### src/rtl/video_timing_monitor.sv
`default_nettype none
// ============================================================================
// Module      : video_timing_monitor
// Description : Receive-side checker for display timing strobes. Measures
//               line and frame geometry, declares lock after LOCK_FRAMES
//               consecutive good frames, and emits active-pixel coordinates.
// Ports       : pclk, rst (async, active-low)   clock / reset
//               hs, vs, hen, ven                 timing strobes in
//               lock, frame_ok, frame_bad        status
//               meas_htot/hact/vtot/vact         last measured geometry
//               pvalid, px, py                   active pixel coordinates
//               err_cnt                          bad-frame counter
// Options     : VTM_ERRCNT_EN - build the saturating bad-frame counter;
//               without it err_cnt is tied to 0.
// Revision    : 1.0 - initial release
// ============================================================================
module video_timing_monitor #(
  parameter int HTOT        = 1040,
  parameter int HACT        = 800,
  parameter int VTOT        = 666,
  parameter int VACT        = 600,
  parameter int LOCK_FRAMES = 2
) (
  input  logic        pclk,
  input  logic        rst,
  input  logic        hs,
  input  logic        vs,
  input  logic        hen,
  input  logic        ven,
  output logic        lock,
  output logic        frame_ok,
  output logic        frame_bad,
  output logic [10:0] meas_htot,
  output logic [10:0] meas_hact,
  output logic [9:0]  meas_vtot,
  output logic [9:0]  meas_vact,
  output logic        pvalid,
  output logic [10:0] px,
  output logic [9:0]  py,
  output logic [15:0] err_cnt
);

  localparam logic [11:0] c_htot        = 12'(HTOT);
  localparam logic [10:0] c_hact        = 11'(HACT);
  localparam logic [9:0]  c_vtot        = 10'(VTOT);
  localparam logic [9:0]  c_vact        = 10'(VACT);
  localparam logic [4:0]  c_lock_frames = 5'(LOCK_FRAMES);

  localparam logic [0:0] c_search = 1'b0;
  localparam logic [0:0] c_locked = 1'b1;

  logic        hs_dly_q, hs_dly_d, vs_dly_q, vs_dly_d;
  logic        hs_seen_q, hs_seen_d, vs_seen_q, vs_seen_d;
  logic [10:0] hcnt_q, hcnt_d, hact_cnt_q, hact_cnt_d;
  logic [9:0]  lcnt_q, lcnt_d, vact_cnt_q, vact_cnt_d;
  logic        line_err_q, line_err_d;
  logic        frame_ok_q, frame_ok_d, frame_bad_q, frame_bad_d;
  logic [10:0] meas_htot_q, meas_htot_d, meas_hact_q, meas_hact_d;
  logic [9:0]  meas_vtot_q, meas_vtot_d, meas_vact_q, meas_vact_d;
  logic        pvalid_q, pvalid_d;
  logic [10:0] px_q, px_d;
  logic [9:0]  py_q, py_d;
  logic [0:0]  state_q, state_d;
  logic [3:0]  good_cnt_q, good_cnt_d;
  logic        lock_w;

  logic        w_hs_rise, w_vs_rise, w_line_evt, w_frame_evt;
  logic        w_hact_nz, w_line_bad, w_err_acc, w_frame_good;
  logic [9:0]  w_lcnt_inc, w_vact_inc;

  // Datapath: edge detect, line/frame measurement, coordinates.
  always_comb begin
    w_hs_rise   = hs & ~hs_dly_q;
    w_vs_rise   = vs & ~vs_dly_q;
    w_line_evt  = w_hs_rise & hs_seen_q;
    w_frame_evt = w_vs_rise & vs_seen_q;
    w_hact_nz   = (hact_cnt_q != 11'd0);
    w_line_bad  = (({1'b0, hcnt_q} + 12'd1) != c_htot) ||
                  (w_hact_nz && (hact_cnt_q != c_hact));

    // The closing line is folded into the frame totals before the frame
    // is judged, so a coincident hs/vs rise counts the line first.
    w_lcnt_inc   = (w_line_evt && (lcnt_q != 10'h3FF)) ? lcnt_q + 10'd1 : lcnt_q;
    w_vact_inc   = (w_line_evt && w_hact_nz) ? vact_cnt_q + 10'd1 : vact_cnt_q;
    w_err_acc    = line_err_q | (w_line_evt & w_line_bad);
    w_frame_good = ~w_err_acc && (w_lcnt_inc == c_vtot) && (w_vact_inc == c_vact);

    hs_dly_d   = hs;
    vs_dly_d   = vs;
    hs_seen_d  = hs_seen_q | w_hs_rise;
    vs_seen_d  = vs_seen_q;
    hcnt_d     = w_hs_rise ? 11'd0 :
                 ((hcnt_q == 11'h7FF) ? hcnt_q : hcnt_q + 11'd1);
    hact_cnt_d = (w_hs_rise ? 11'd0 : hact_cnt_q) + {10'd0, hen & ven};
    lcnt_d     = w_lcnt_inc;
    vact_cnt_d = w_vact_inc;
    line_err_d = w_err_acc;

    meas_htot_d = w_line_evt ? hcnt_q + 11'd1 : meas_htot_q;
    meas_hact_d = (w_line_evt && w_hact_nz) ? hact_cnt_q : meas_hact_q;
    meas_vtot_d = w_frame_evt ? w_lcnt_inc : meas_vtot_q;
    meas_vact_d = w_frame_evt ? w_vact_inc : meas_vact_q;
    frame_ok_d  = w_frame_evt & w_frame_good;
    frame_bad_d = w_frame_evt & ~w_frame_good;

    // Any vs rise starts a new frame; the first one only arms evaluation.
    if (w_vs_rise) begin
      lcnt_d     = 10'd0;
      vact_cnt_d = 10'd0;
      line_err_d = 1'b0;
      vs_seen_d  = 1'b1;
    end

    // Active-line counter doubles as the line coordinate.
    pvalid_d = hen & ven & lock_w;
    px_d     = w_hs_rise ? 11'd0 : hact_cnt_q;
    py_d     = vact_cnt_d;
  end

  // Lock FSM: next-state logic.
  always_comb begin
    state_d    = state_q;
    good_cnt_d = good_cnt_q;
    case (state_q)
      c_search: begin
        if (frame_bad_q) begin
          good_cnt_d = 4'd0;
        end else if (frame_ok_q) begin
          if (({1'b0, good_cnt_q} + 5'd1) >= c_lock_frames) begin
            state_d    = c_locked;
            good_cnt_d = 4'd0;
          end else begin
            good_cnt_d = good_cnt_q + 4'd1;
          end
        end
      end
      c_locked: begin
        // Overrunning VTOT means vs went missing; drop without waiting.
        if (frame_bad_q || (lcnt_q > c_vtot)) begin
          state_d    = c_search;
          good_cnt_d = 4'd0;
        end
      end
      default: begin
        state_d    = c_search;
        good_cnt_d = 4'd0;
      end
    endcase
  end

  // Lock FSM: output decode.
  always_comb begin
    lock_w = (state_q == c_locked);
  end

  // State register.
  always_ff @(posedge pclk or negedge rst) begin
    if (!rst) begin
      hs_dly_q    <= 1'b0;
      vs_dly_q    <= 1'b0;
      hs_seen_q   <= 1'b0;
      vs_seen_q   <= 1'b0;
      hcnt_q      <= 11'd0;
      hact_cnt_q  <= 11'd0;
      lcnt_q      <= 10'd0;
      vact_cnt_q  <= 10'd0;
      line_err_q  <= 1'b0;
      frame_ok_q  <= 1'b0;
      frame_bad_q <= 1'b0;
      meas_htot_q <= 11'd0;
      meas_hact_q <= 11'd0;
      meas_vtot_q <= 10'd0;
      meas_vact_q <= 10'd0;
      pvalid_q    <= 1'b0;
      px_q        <= 11'd0;
      py_q        <= 10'd0;
      state_q     <= c_search;
      good_cnt_q  <= 4'd0;
    end else begin
      hs_dly_q    <= hs_dly_d;
      vs_dly_q    <= vs_dly_d;
      hs_seen_q   <= hs_seen_d;
      vs_seen_q   <= vs_seen_d;
      hcnt_q      <= hcnt_d;
      hact_cnt_q  <= hact_cnt_d;
      lcnt_q      <= lcnt_d;
      vact_cnt_q  <= vact_cnt_d;
      line_err_q  <= line_err_d;
      frame_ok_q  <= frame_ok_d;
      frame_bad_q <= frame_bad_d;
      meas_htot_q <= meas_htot_d;
      meas_hact_q <= meas_hact_d;
      meas_vtot_q <= meas_vtot_d;
      meas_vact_q <= meas_vact_d;
      pvalid_q    <= pvalid_d;
      px_q        <= px_d;
      py_q        <= py_d;
      state_q     <= state_d;
      good_cnt_q  <= good_cnt_d;
    end
  end

`ifdef VTM_ERRCNT_EN
  logic [15:0] err_cnt_q, err_cnt_d;

  always_comb begin
    err_cnt_d = err_cnt_q;
    if (frame_bad_d && (err_cnt_q != 16'hFFFF)) begin
      err_cnt_d = err_cnt_q + 16'd1;
    end
  end

  always_ff @(posedge pclk or negedge rst) begin
    if (!rst) begin
      err_cnt_q <= 16'd0;
    end else begin
      err_cnt_q <= err_cnt_d;
    end
  end

  assign err_cnt = err_cnt_q;
`else
  assign err_cnt = 16'd0;
`endif

  assign lock      = lock_w;
  assign frame_ok  = frame_ok_q;
  assign frame_bad = frame_bad_q;
  assign meas_htot = meas_htot_q;
  assign meas_hact = meas_hact_q;
  assign meas_vtot = meas_vtot_q;
  assign meas_vact = meas_vact_q;
  assign pvalid    = pvalid_q;
  assign px        = px_q;
  assign py        = py_q;

endmodule
`default_nettype wire

### config.mk
export PLATFORM = sky130hd
export DESIGN_NAME = video_timing_monitor
export DESIGN_NICKNAME = d
export VERILOG_FILES = /design/src/rtl/video_timing_monitor.sv
export SDC_FILE = /design/constraint.sdc
export NUM_CORES = 1
export LEC_CHECK = 0
export ABC_AREA = 1
export CORE_UTILIZATION = 57
export DETAILED_ROUTE_END_ITERATION = 16
export MAX_ROUTING_LAYER = met4
export PLACE_DENSITY = 0.88
export SYNTH_ARGS = -nofsm -noshare
export SYNTH_HDL_FRONTEND = slang
export SYNTH_SLANG_ARGS = --single-unit
### constraint.sdc
create_clock -name pclk -period 5.37 [get_ports pclk]
set_input_delay 0.537 -clock pclk [delete_from_list [all_inputs] [get_ports pclk]]
set_output_delay 0.537 -clock pclk [all_outputs]
set_load 0.01 [all_outputs]
==> results of run 1 <==
## through the flow
stage                     area [um^2]  util, %  instances  power (mW)
after floorplan                  5171        -        625       1.200
after global placement           5839    66.96        776       1.374
after detailed placement         5839    66.96        776       1.392
after CTS                        6046    69.33        792       1.894
after global routing             6046    69.33        792       1.994
final                            6046    69.33        792       1.885
## cell usage in the layout, fill, tap and decap left out, drive strengths merged
cell type	instances
clkbuf	10
nor3	4
nand3b	3
o21a	1
nand4	9
a211oi	1
o211ai	1
nand2	163
xor2	6
o21bai	4
a21oi	10
clkdlybuf4s50	71
conb	16
o21ai	55
buf	3
dfrtp	108
xnor2	6
clkinv	2
clkinvlp	1
nor2	88
ha	8
bufinv	1
inv	75
nor4	1
nand3	37
## synth_stat cells, types with 3 or more instances
cell,instances
nor2_4,4
o21bai_1,4
xnor2_1,6
nand3_2,3
nand3_1,34
inv_1,70
nor3_2,3
nand4_1,9
nor2_1,74
nor2_2,10
a21oi_1,10
nand2_2,8
nand2_1,154
dfrtp_1,108
clkbuf_1,11
xor2_1,6
nand3b_1,3
inv_2,3
ha_1,8
buf_4,17
o21ai_0,55
## flip-flops by register name, summed over array words and instances, names as in the netlist
name	flops
frame_bad	1
frame_ok	1
good_cnt_q	4
hact_cnt_q	11
hcnt_q	11
hs_dly_q	1
hs_seen_q	1
lcnt_q	10
line_err_q	1
lock	1
meas_hact	11
meas_htot	11
meas_vact	10
meas_vtot	10
pvalid	1
px	11
py	10
vs_dly_q	1
vs_seen_q	1
## worst register-to-register path: stages, from the launching register on
cell and delay, ns:
dfrtp_1 0.43, nor2_4 0.47, nand2_2 0.38, nor2_2 0.27
nand4_1 0.11, nand2_1 0.15, nand3_1 0.09, nor2_1 0.12
nand3_1 0.13, nor2_2 0.14, nor2_1 0.04
## kinds of logic (layout without fill, tap and decap cells)
kind of cell    count (synthesis)  after routing  synth area share [%]
simple gates                  305            305                 26.42
other cells                     1             16               0.07332
xor+xnor                       12             12                 2.055
fa+ha+maj                       8              8                 1.957
buf+inv                       104            163                 9.271
compound gates                 72             72                 7.388
flops                         108            108                 52.84
## worst paths after layout
kind	startpoint	endpoint	slack (ns)	cells after the start
setup / recovery	hs	frame_bad	2.60	12
setup reg to reg	hs_dly_q	frame_bad	2.89	10
hold reg to reg	vs_seen_q	vs_seen_q	0.46	2
min in group pclk	vs_seen_q	vs_seen_q	0.46	2
max in group asynchronous	rst	py[6]	4.01	2
hold / removal	rst	meas_vtot[4]	0.11	1
## where the power goes
| part | internal (mW) | switching [mW] | leakage [nW] |
|---|---|---|---|
| Sequential | 0.897 | 0.0732 | 1.45 |
| Combinational | 0.181 | 0.229 | 1.32 |
| Clock | 0.232 | 0.273 | 0.103 |
| Total | 1.31 | 0.575 | 2.87 |
## cell type report
class	count	area (um^2)	share of cell area, %
sequential	108	2703	44.70
multi-input combinational	413	1994	32.99
timing repair buffer	74	733.2	12.13
inverter	73	274.0	4.532
clock buffer	10	137.6	2.276
tap	108	135.1	2.235
clock inverter	6	68.82	1.138
## metal layers
metal | global-route usage [%] | routed length [um]
met1 | 32.02 | 4572
met2 | 39.87 | 5297
met3 | 5.491 | 625
met4 | 10.79 | 257
met5 | - | 0
==> flow_summary.toml, run 1 <==
[outcome]
run_status = "finished, final reports clean"

[floorplan]
horizontal_die_dimension_um = 96.73
design.die.area_um2 = 9357
floorplan.die.height_um = 96.73
rows = 34
ios = 89
start_util_pct = 58.65
placeableCoreArea_um2 = 8721

[synth]
syn-cell-area_um2 = 5115
synthDominantAreaCellType = "dfrtp_1"
synth_top_cell_area_share_pct = 52.84
synth.ff_latch_count = 108
synth_cell_type_count = 31
post_synth_main_area_contributors = "dfrtp_1 (53%), nand2_1 (11%), nor2_1 (5.4%)"
count_of_flip_flops_with_a_built_in_enable_after_synthesis = 0
postSynth.asyncResetShare_pct = 100.0
post_synth.cell_area_avg_um2 = 8.385
ys.flop_type = "dfrtp_1"
number_of_standard_cells_after_synthesis = 610
synth_seq_area_share_pct = 52.84
ys.warnings.count = 0

[cts]
cts_setup_buffers = 0
clk_latency_ns = 0.37
clk_slew_on_worst_s_h_paths_ns = 0.10
clock_tree.buffer_depth = 2
htree_levels = 3
cts.sinks = 108
root_buffer = "clkbuf_8"
cts_made_buffers = 9
post_cts.resized_instances = 0
holdBufCountCts = 0
tritoncts = "built"

[grt]
grt_first_pass_wirelength_um = 18640
grt_pass1_vias = 4132
grt_util_all_layers_pct = 25.38
grt_antenna_before_repair = 0
global_route.overflow_total = 0
grt_max_degree = 74

[critical_path]
cp-end-kind = "flip-flop"
slowest_stage = "clkdlybuf4s50_1"
cp_top_family = "simple AND/OR/NAND/NOR gates"
worst_path_largest_cell_delay_ns = 0.53
worst-path-max-fanout = 23
critPathBufInv = 2
criticalPathCategory = "input pin to flip-flop"
critical_path_required_ns = 5.58
timing.critical_path.arrival_ns = 2.98
timing.critical_path.cells = "clkdlybuf4s50_1, inv_2, nor2_4, nand2_2, nor2_2, nand4_1, nand2_1, nand3_1, nor2_1, nand3_1, nor2_2, nor2_1"
worst_setup_path_start_kind = "input pin"

[timing]
period_share_pct = 51.57
tightestPinTransition_ns = 1.047
final_hold_violating_endpoints = 0
final_max_slew_viol_count = 0
finalSetupViolations = 0
slew_headroom_pct = 30.13
unrepaired_setup_endpoints_after_global_routing = "false"
timing.hold.ws_ns = 0.1145
post-route-worst-setup-slack_ns = 2.601
final_total_negative_setup_slack_ns = 0
fmax_mhz = 361.1
period_minus_slack_ns = 2.769
clock_skew_ns = 0.01219

[routing]
routed_via_density = 5.268
drt-pass1-iter-count = 5
routed-via-count = 4172
antenna_violating_nets_post_route = 0
drt_drc_violations_left = 0
post_drt_wl_per_cell_um = 13.58
route.final.wire_length_um = 10750
dr.first_iter.drc_count = 177

[pwr]
power.density_cell_area_nw_per_um2 = 311.7
leakage_power_total_nw = 2.873
ir_drop_v = 0.0002327

[hold_path]
worst_hold_path_type = "input pin to asynchronous set/reset pin"

[cells_and_area]
syn_to_final_growth_pct = 18.20
drive_above_1_share_pct = 7.602
nNetsFinal = 693
antenna_cells_inserted = 0
n_fill_cell = 625

[place]
place.gp.congestion = 0.9237
placement.io_buffers = 72
place.detailed.hpwl_um = 7745
dp_worst_setup_slack_ns = 2.295

[run]
cap_viol_max_count = 0
(Power assumes the default switching activity.)
==> inputs of run 2 (changes only) <==
CORE_UTILIZATION = 48   (was 57)
PLACE_DENSITY = 0.79   (was 0.88)
clock period = 2.51 ns   (was 5.37 ns; I/O delays follow)
==> run 2 against run 1 <==
Via count is 2.9% lower. Setup slack worse by 2.2 ns. Wire length is 0.36% higher. Sequential share of layout area is 0.90 points lower. Cell count is 4.3% higher. Sequential cell count stayed put. Hold slack better by 0.23 ns. Largest power group unchanged. Utilization is 9.6 points lower. Power is 120% higher.
==> flow_summary.toml, run 2 (synthesis results as in run 1) <==
[outcome]
run_status = "finished, final reports clean"

[critical_path]
critical_path_required_ns = 2.73
cp_common_cell = "nand2_1"
critPathBufInv = 1
cp_top_family = "simple AND/OR/NAND/NOR gates"
timing.critical_path.arrival_ns = 2.30
worst_setup_path_start_kind = "flip-flop"
timing.critical_path.cells = "ha_1, nand2_1, inv_1, nand3_1, nand2_1, nor2_1, nand2_1, nor2_1, nand3_1, nand2_1, nand3_1, nor2_2, nor2_1"
reg2reg_slack_ns = 0.44
r2r.worst_path.cells = 13
slowest_stage = "dfrtp_1"
worst_r2r_endpoint = "frame_bad"
cp-end-kind = "flip-flop"
crit-reg2reg-launch = "hcnt_q[0]"
worst-path-max-fanout = 6
worst_path_largest_cell_delay_ns = 0.44
criticalPathCategory = "flip-flop to flip-flop"

[cts]
cts_made_buffers = 9
clock_tree.buffer_depth = 2
root_buffer = "clkbuf_8"
clk_slew_on_worst_s_h_paths_ns = 0.10
clk_latency_ns = 0.37
post_cts.resized_instances = 0
cts.sinks = 108
cts_setup_buffers = 0
holdBufCountCts = 1
htree_levels = 3
tritoncts = "built"

[floorplan]
ios = 89
placeableCoreArea_um2 = 10320
design.die.area_um2 = 11070
floorplan.die.height_um = 105.2
rows = 37
horizontal_die_dimension_um = 105.2
start_util_pct = 49.55

[timing]
final_total_negative_setup_slack_ns = 0
period_share_pct = 82.59
fmax_mhz = 482.4
clock_skew_ns = 0.01485
finalSetupViolations = 0
tightestPinTransition_ns = 1.025
period_minus_slack_ns = 2.073
slew_headroom_pct = 31.57
final_hold_violating_endpoints = 0
final_max_slew_viol_count = 0
timing.hold.ws_ns = 0.3407
unrepaired_setup_endpoints_after_global_routing = "false"

[hold_path]
worst_hold_path_type = "input pin to flip-flop"
min-delay-start = "vs"
whs_path_depth = 1
worstHoldEndpoint = "vs_dly_q"

[routing]
dr.first_iter.drc_count = 168
drt-pass1-iter-count = 4
antenna_violating_nets_post_route = 0
routed-via-count = 4053
route.final.wire_length_um = 10790
post_drt_wl_per_cell_um = 13.06
drt_drc_violations_left = 0
routed_via_density = 4.907

[grt]
global_route.overflow_total = 0
grt_pass1_vias = 3875
grt_antenna_before_repair = 0
grt_max_degree = 109
grt_util_all_layers_pct = 21.55
grt_first_pass_wirelength_um = 18350

[pwr]
leakage_power_total_nw = 2.914
ir_drop_v = 0.0003270
power.density_cell_area_nw_per_um2 = 673.8

[place]
place.detailed.hpwl_um = 7640
placement.io_buffers = 72
place.gp.congestion = 0.8625

[cells_and_area]
layout_common_cells = "nand2_1 (154), dfrtp_1 (108), nor2_1 (74)"
antenna_cells_inserted = 0
drive_above_1_share_pct = 8.261
syn_to_final_growth_pct = 20.62
mostFrequentLayoutCell = "nand2_1"
nNetsFinal = 699

[run]
cap_viol_max_count = 0
## run 2: layout make-up
type | count | area [um^2]
clock buffer | 11 | 151.4
clock inverter | 5 | 83.83
fill | 894 | 4154
inverter | 73 | 274.0
multi-input combinational | 413 | 1994
sequential | 108 | 2703
tap | 136 | 170.2
timing repair buffer | 80 | 793.3
## run 2: power by group
part | switching, mW | internal [mW]
sequential | 0.153 | 1.92
clock | 0.585 | 0.618
combinational | 0.485 | 0.397
## run 2: worst max-delay path by stage
| stage | from | endpoint | cells after the start |
|---|---|---|---|
| after CTS | hcnt_q[0] | frame_bad | 13 |
| final | hcnt_q[0] | frame_bad | 13 |
| after detailed placement | hs | hact_cnt_q[10] | 12 |
| after global placement | hs | frame_bad | 12 |
| after floorplan | hs_dly_q | hact_cnt_q[10] | 12 |
| after global routing | hcnt_q[0] | frame_bad | 13 |
## run 2: per-layer routing
| metal | share of wire (%) | wire length, um | track usage [%] | up-vias |
|---|---|---|---|---|
| li1 | - | - | - | 2029 |
| met1 | 47 | 5034 | 27.81 | 1882 |
| met2 | 48 | 5135 | 33.79 | 121 |
| met3 | 4.1 | 445 | 4.020 | 21 |
| met4 | 1.6 | 175 | 8.551 | 0 |
| met5 | 0 | 0 | - | - |
## run 2: metrics by stage
stage / cell area [um^2] / instances / utilization [%] / setup WS (ns) / power (mW)
5_1_grt: 6170 / 826 / 59.76 / 0.2654 / 4.381
3_3_place_gp: 5924 / 809 / 57.39 / 0.2290 / 2.960
2_1_floorplan: 5171 / 625 / - / 0.4452 / 2.568
4_1_cts: 6170 / 826 / 59.76 / 0.4307 / 4.193
3_5_place_dp: 5924 / 809 / 57.39 / 0.1480 / 2.985
6_report: 6170 / 826 / 59.76 / 0.4369 / 4.157
==> inputs of run 3 (changes only) <==
clock period = 1.7 ns   (was 2.51 ns; I/O delays follow)
==> run 3 against run 2 <==
The run now ends with setup timing left. Critical path depth did not move. Highest routed layer unchanged. Wire length rose by 20%. Critical endpoint unchanged. Global-route usage rose by 4.3 points. Largest cell class unchanged. Clock skew fell by 0.0077 ns. Die area did not move. Clock power rose by 21%. Critical path type unchanged. Count of clock-buffer cells in the layout fell by 2. Hold slack got worse by 0.094 ns.
==> flow_summary.toml, run 3 (synthesis results as in run 1) <==
[outcome]
run_status = "finished with violations"
failing_checks = "setup timing"

[place]
placed_cell_area_um2 = 6713
place.detailed.hpwl_um = 9085
place.gp.congestion = 0.8843
placement.io_buffers = 72
dp_worst_setup_slack_ns = -0.4711

[timing]
unrepaired_setup_endpoints_after_global_routing = "true"
fmax_mhz = 543.2
period_share_pct = 108.3
period_minus_slack_ns = 1.841
post-route-worst-setup-slack_ns = -0.1409
final_hold_violating_endpoints = 0
final_total_negative_setup_slack_ns = -0.4770
finalSetupViolations = 11
clock_skew_ns = 0.007114
final_max_slew_viol_count = 0

[cells_and_area]
antenna_cells_inserted = 0
mostFrequentLayoutCell = "nand2_1"
layout_common_cells = "nand2_1 (146), buf_4 (119), dfrtp_1 (107)"
layout.cell_area.non_filler_um2 = 7338
final_util_pct = 71.08
n_fill_cell = 768
syn_to_final_growth_pct = 43.47
nNetsFinal = 824
drive_above_1_share_pct = 27.12

[critical_path]
worst_setup_path_start_kind = "flip-flop"
cp-end-kind = "flip-flop"
criticalPathCategory = "flip-flop to flip-flop"
r2r.worst_path.cells = 13
timing.critical_path.arrival_ns = 2.12
critical_path_required_ns = 1.98
worst-path-max-fanout = 7

[hold_path]
worst_hold_path_type = "input pin to flip-flop"
whs_path_depth = 1

[floorplan]
design.die.area_um2 = 11070
horizontal_die_dimension_um = 105.2
ios = 89
placeableCoreArea_um2 = 10320
floorplan.die.height_um = 105.2
start_util_pct = 49.55
rows = 37

[pwr]
ir_drop_v = 0.0004844
power.total_mw = 6.399
leakage_power_total_nw = 3.559
power.density_cell_area_nw_per_um2 = 872.0

[cts]
cts_made_buffers = 9
clk_slew_on_worst_s_h_paths_ns = 0.10
cts.sinks = 108
clk_latency_ns = 0.39
root_buffer = "clkbuf_8"
clock_tree.buffer_depth = 2
tritoncts = "built"
htree_levels = 3

[grt]
grt_util_all_layers_pct = 25.88
global_route.overflow_total = 0
grt_antenna_before_repair = 0
grt_first_pass_wirelength_um = 21950
grt_pass1_vias = 4719
grt_max_degree = 43

[routing]
route.final.wire_length_um = 13000
antenna_violating_nets_post_route = 0
post_drt_wl_per_cell_um = 13.67
routed-via-count = 4720
drt_drc_violations_left = 0
dr.first_iter.drc_count = 276
drt-pass1-iter-count = 6
routed_via_density = 4.963

[run]
cap_viol_max_count = 0
-- run 3: timing repair --
item,4_1_cts,5_1_grt
setup endpoints to repair,10,34
hold endpoints to repair,30,0
pin swaps,40,20
hold buffers,1,0
buffers inserted,24,9
gates cloned,1,0
resized for setup,39,24
-- run 3: worst paths after layout --
kind | start | to | slack [ns]
min | vs | vs_dly_q | 0.25
min in group asynchronous | rst | good_cnt_q[3] | 0.28
max | lcnt_q[1] | frame_bad | -0.14
min reg2reg | vs_seen_q | vs_seen_q | 0.46
max in group asynchronous | rst | hcnt_q[1] | 0.87
max reg2reg | lcnt_q[1] | frame_bad | -0.14
-- run 3: routing by layer --
metal	GRT usage [%]	up-vias	wire [um]
met3	4.391	38	616
met5	-	-	0
met4	10.66	0	325
li1	-	2283	-
met2	43.00	157	6586
met1	31.42	2242	5472
-- run 3: where the power goes --
| group | internal, mW | switching (mW) |
|---|---|---|
| clock network | 0.539 | 0.908 |
| logic | 0.985 | 0.950 |
| registers | 2.83 | 0.183 |
| total | 4.36 | 2.04 |
-- run 3: final cells by class --
type / count / area [um^2] / area share (%)
Clock buffer: 9 / 123.9 / 1.688
Inverter: 73 / 279.0 / 3.802
Tap cell: 136 / 170.2 / 2.319
Timing Repair Buffer: 204 / 1787 / 24.35
Sequential cell: 108 / 2704 / 36.85
Clock inverter: 7 / 52.55 / 0.7161
Multi-Input combinational cell: 414 / 2222 / 30.28
-- run 3: stage by stage --
stage | hold slack (ns) | cells
finish | 0.2472 | 951
global route | 0.2554 | 951
CTS | 0.2405 | 945
detailed placement | 0.1676 | 905
global placement | 0.1624 | 905
floorplan | -0.1256 | 625
-- run 3: critical path, stage by stage (launching register included) --
cell and delay, ns:
dfrtp_1 0.41, ha_4 0.16, nand3_4 0.08, nor2_4 0.13
nand2_4 0.09, buf_6 0.14, nand4_1 0.10, nand2_2 0.08
nor2_2 0.14, nand2_1 0.08, nor2_2 0.09, nand3_2 0.09
nor2_2 0.11, nor2_1 0.05
